--- src/rtl/div_seq_ctrl.sv ---
// rtl/div_seq_ctrl.sv - RV32M divide/remainder sequencer for external multi-cycle dividers
// Holds operands for the dividers, stalls EX while they count, and short-circuits div-by-zero and overflow.
module div_seq_ctrl #(
    parameter int DIV_LATENCY = 8,
    parameter int XLEN        = 32
) (
    input  logic            clk,
    input  logic            rst,
    input  logic            req_vld,
    input  logic [1:0]      req_op,
    input  logic [XLEN-1:0] src0,
    input  logic [XLEN-1:0] src1,
    input  logic            flush,
    output logic [XLEN-1:0] div_numer,
    output logic [XLEN-1:0] div_denom,
    output logic            div_sgn,
    input  logic [XLEN-1:0] signed_quo,
    input  logic [XLEN-1:0] signed_rem,
    input  logic [XLEN-1:0] unsigned_quo,
    input  logic [XLEN-1:0] unsigned_rem,
    output logic            stall,
    output logic            rsp_vld,
    output logic [XLEN-1:0] rsp_rslt,
    output logic            busy
);
    localparam int CW = $clog2(DIV_LATENCY + 1);
    localparam logic [XLEN-1:0] MIN_NEG = {1'b1, {(XLEN-1){1'b0}}};
    localparam logic [XLEN-1:0] ALL_ONE = '1;

    typedef enum logic [1:0] {
        S_IDLE = 2'd0,
        S_WAIT = 2'd1,
        S_DONE = 2'd2
    } state_t;

    state_t          state_q;
    logic [CW-1:0]   cnt_q;
    logic            rem_sel_q;
    logic [XLEN-1:0] numer_q;
    logic [XLEN-1:0] denom_q;
    logic            sgn_q;
    logic [XLEN-1:0] rslt_q;

    logic            accept;
    logic            div_zero;
    logic            sgn_ovf;
    logic [XLEN-1:0] special_rslt;
    logic [XLEN-1:0] div_rslt;

    assign accept   = (state_q == S_IDLE) && req_vld && !flush;
    assign div_zero = (src1 == '0);
    assign sgn_ovf  = !req_op[0] && (src0 == MIN_NEG) && (src1 == ALL_ONE);

    // Zero-divisor results are the same for signed and unsigned ops.
    always_comb begin
        special_rslt = '0;
        if (div_zero)
            special_rslt = req_op[1] ? src0 : ALL_ONE;
        else
            special_rslt = req_op[1] ? '0 : MIN_NEG;
    end

    always_comb begin
        div_rslt = '0;
        case ({sgn_q, rem_sel_q})
            2'b10:   div_rslt = signed_quo;
            2'b11:   div_rslt = signed_rem;
            2'b00:   div_rslt = unsigned_quo;
            default: div_rslt = unsigned_rem;
        endcase
    end

    always_ff @(posedge clk) begin
        if (rst) begin
            state_q   <= S_IDLE;
            cnt_q     <= '0;
            rem_sel_q <= 1'b0;
            numer_q   <= '0;
            denom_q   <= '0;
            sgn_q     <= 1'b0;
            rslt_q    <= '0;
        end else begin
            case (state_q)
                S_IDLE: begin
                    if (accept) begin
                        numer_q   <= src0;
                        denom_q   <= src1;
                        sgn_q     <= ~req_op[0];
                        rem_sel_q <= req_op[1];
                        if (div_zero || sgn_ovf) begin
                            rslt_q  <= special_rslt;
                            state_q <= S_DONE;
                        end else begin
                            cnt_q   <= CW'(DIV_LATENCY);
                            state_q <= S_WAIT;
                        end
                    end
                end
                S_WAIT: begin
                    if (flush) begin
                        cnt_q   <= '0;
                        state_q <= S_IDLE;
                    end else begin
                        cnt_q <= cnt_q - CW'(1);
                        if (cnt_q == CW'(1)) begin
                            rslt_q  <= div_rslt;
                            state_q <= S_DONE;
                        end
                    end
                end
                default: begin
                    state_q <= S_IDLE;
                end
            endcase
        end
    end

    assign div_numer = numer_q;
    assign div_denom = denom_q;
    assign div_sgn   = sgn_q;
    assign rsp_rslt  = rslt_q;
    assign busy      = (state_q != S_IDLE);
    // Flush must suppress the response in the very cycle it arrives.
    assign rsp_vld   = (state_q == S_DONE) && !flush;
    assign stall     = accept || ((state_q == S_WAIT) && !flush);

endmodule

--- config.mk ---
export PLATFORM = sky130hd
export DESIGN_NAME = div_seq_ctrl
export DESIGN_NICKNAME = d
export VERILOG_FILES = /design/src/rtl/div_seq_ctrl.sv
export SDC_FILE = /design/constraint.sdc
export NUM_CORES = 1
export LEC_CHECK = 0
export CORE_MARGIN = 5
export CORE_UTILIZATION = 30
export DETAILED_ROUTE_END_ITERATION = 10
export HOLD_SLACK_MARGIN = 0.02
export PLACE_DENSITY = 0.74
export SYNTH_ARGS = -nofsm -noshare
export SYNTH_HDL_FRONTEND = slang
export SYNTH_SLANG_ARGS = --single-unit
--- constraint.sdc ---
create_clock -name clk -period 2.9 [get_ports clk]
set_input_delay 0.58 -clock clk [delete_from_list [all_inputs] [get_ports clk]]
set_output_delay 0.58 -clock clk [all_outputs]
set_load 0.01 [all_outputs]
==> impl_metrics.toml <==
[power_and_ir_drop]
p_clk_share_pct = 37.1
switching_share_pct = 25.9
leakagePower_nw = 3.34
p_int_mw = 2.73
p_comb_share_pct = 21.8
ir_worst_vdd_uv = 262
seqPwrFrac_pct = 41.1
switching_power_mw = 0.952
p_total_mw = 3.68
p_per_area_mw_per_mm2 = 400

[worst_setup_path]
crit_fanout = 30
crit_path_end_kind = "flop"
crit_slowest_cell = "or4_1"
path_cells = "clkdlybuf4s50_1 -> or4_1 -> or4_4 -> nor4b_4 -> a22oi_2 -> buf_12 -> mux2i_1"
r2r-start = "cnt_q[1]$_SDFFE_PP0P_"
cpLargestDelayFamily = "simple AND/OR/NAND/NOR gates"
path_class = "in -> reg"
path_buf_inv = 2
start_kind = "input port"
crit_path_start = "src0[6]"
worst-endpoint-arrival_ns = 2.93
cp.required_ns = 3.13
cpPeakStageDelay_ns = 0.60

[floorplanning]
die_y_um = 146
fp.coreArea_sq_mm = 0.0181
die_area_sq_mm = 0.0213
dieWidth_um = 146
row_count = 49
ios = 298
start_util_pct = 30.6

[worst_hold_path]
hold_path_startpoint = "div_denom[10]$_SDFFE_PP0P_"
hp-class = "reg -> reg"

[cts]
cts-root-buf = "clkbuf_16"
cts.htree.levels = 3
ctsHoldBuffers = 0
cts_setup_buffers = 0
cts_buffer_depth = 2
cts_buffers = 9
cts.sinks = 104
clkTransAtPathRegs_ns = 0.07
cts_tree = "built"
clkLatencyLatePin_ns = 0.35

[yosys]
synth_area_leaders = "dfxtp_1, nand2_1, mux4_2"
syn_inst = 659
synth-edff-count = 0
syn-cell-area_sq_mm = 0.00554
synth_seq_cells = 104
ys.flop_type = "dfxtp_1"
synth.top_cells.by_count = "nand2_1, dfxtp_1, a21oi_1"
synth_nets = 859
ys_types = 43
synth_seq_area_share_pct = 37.6
yosysTopAreaCellShare_pct = 37.6
yosys_warnings = 0
synth_most_common_cell = "nand2_1"
yosys.area.top_type = "dfxtp_1"
async_flop_share_pct = 0
avgSynthCellArea_sq_um = 8.41

[placed_design]
gp_congestion = 0.809
dp_hpwl_um = 16900
dp.cells = 1158
dpl_cell_area_sq_mm = 0.00886
io_buffers = 297
place_ws_ns = -0.159

[sta]
timing.setup.tns_ns = 0
layout_setup_ws_ns = 0.198
relSlewSlack_pct = 43.1
fmax_ghz = 0.370
tightest_slew_ns = 0.853
rsz0062_at_grt = "no"
clock_skew_ns = 0.0107
setup_viol = 0
fin_crit_sh_pct = 93.2
final-hold-violation-count = 0
finalCriticalPeriod_ns = 2.70
slew_violations = 0

[global_routing]
track_usage_pct = 19.8
grt_max_degree = 72
grt_first_pass_wirelength_um = 33300
antenna_found_initial = 0
grt-ovfl-total = 0
grt_pass1_vias = 5891

[finish]
seq_area_sq_mm = 0.00208
multiInputGateArea_sq_mm = 0.00321
drive_gt1_share_pct = 9.52
num_antenna_cells = 0
n_fill_cell = 1702
final_area_sq_mm = 0.00919
nets = 1140
final_cells = 1174
syn_to_final_growth_pct = 65.9

[run]
drv_cap = 0

[route]
drtPass1Iterations = 4
viasPerCell = 5.06
wl_per_cell_um = 18.7
antenna_left = 0
drtIter0Drc = 304
remaining_drc_errors = 0
dr_total_vias = 5945
routed_wl_um = 22000

[status]
status = "complete, no violations"
[state kept, by name (all words and copies together), names as in the netlist]
name       cells
div_denom     32
state_q        2
div_numer     32
rsp_rslt      32
rem_sel_q      1
div_sgn        1
cnt_q          4
[worst reg2reg max path, stage by stage (launching register included)]
cell and delay, ns:
dfxtp_1 0.33, inv_1 0.07, ha_1 0.20, a31oi_1 0.35, nor3_1 0.11, a22oi_2 0.25, buf_12 0.25, mux2i_1 0.26
[cell usage in the layout (no fill, tap or decap), types with 8 or more instances in the layout]
master           count
mux2i_1             32
nor2b_1             32
a21oi_1             68
nor2_1              10
nand4_1              8
mux4_2              32
clkdlybuf4s50_1    295
clkbuf_16            9
dfxtp_1            102
nand2_1            227
o41ai_1             31
nor4_1              12
buf_4               25
[power by group through the flow]
| stage | logic, mW | registers, mW | clock network, mW |
|---|---|---|---|
| after floorplan | 0.300 | 1.56 | 0 |
| after global placement | 0.803 | 1.54 | 0 |
| after detailed placement | 0.809 | 1.55 | 0 |
| after CTS | 0.811 | 1.51 | 1.40 |
| after global routing | 0.863 | 1.52 | 1.45 |
| final | 0.803 | 1.51 | 1.37 |
[repair_timing]
item                       in CTS  in global routing
setup endpoints to repair       0                  1
resized for setup               0                  1
hold endpoints to repair        0                  0
[metrics by stage]
step / utilization [%] / hold WS, ns
after global routing: 50.8 / 0.472
after global placement: 49.0 / 0.441
after detailed placement: 49.0 / 0.446
after floorplan: - / 0.459
final: 50.8 / 0.454
after CTS: 50.8 / 0.456
[cells by family after synthesis]
family          synth area share [%]
compound gates                  13.2
xor+xnor                       0.158
flops                           37.6
mux                             18.8
fa+ha+maj                      0.452
simple gates                    25.2
buf+inv                         4.68
[routing by layer]
metal / GRT usage [%] / routed length (um)
met3: 4.42 / 1350
met2: 34.9 / 11000
met1: 23.7 / 9160
met5: 0 / 0
met4: 6.74 / 478
[path summary, 6_finish.rpt]
| kind | endpoint | slack [ns] | cells past startpoint |
|---|---|---|---|
| max | rsp_rslt[20]$_SDFFE_PP0P_ | 0.20 | 7 |
| min | div_denom[10]$_SDFFE_PP0P_ | 0.45 | 2 |
| max reg2reg | rsp_rslt[20]$_SDFFE_PP0P_ | 1.01 | 7 |
| min reg2reg | div_denom[10]$_SDFFE_PP0P_ | 0.45 | 2 |
[final cells by class]
| class | instances | share of cell area (%) |
|---|---|---|
| Clock buffer | 9 | 2.45 |
| Tap cell | 229 | 3.12 |
| Clock inverter | 7 | 1.14 |
| Multi-Input combinational cell | 493 | 34.9 |
| Sequential cell | 104 | 22.7 |
| Inverter | 5 | 0.204 |
| Timing Repair Buffer | 327 | 35.5 |
Note: power is estimated with default switching activity, not from simulation.
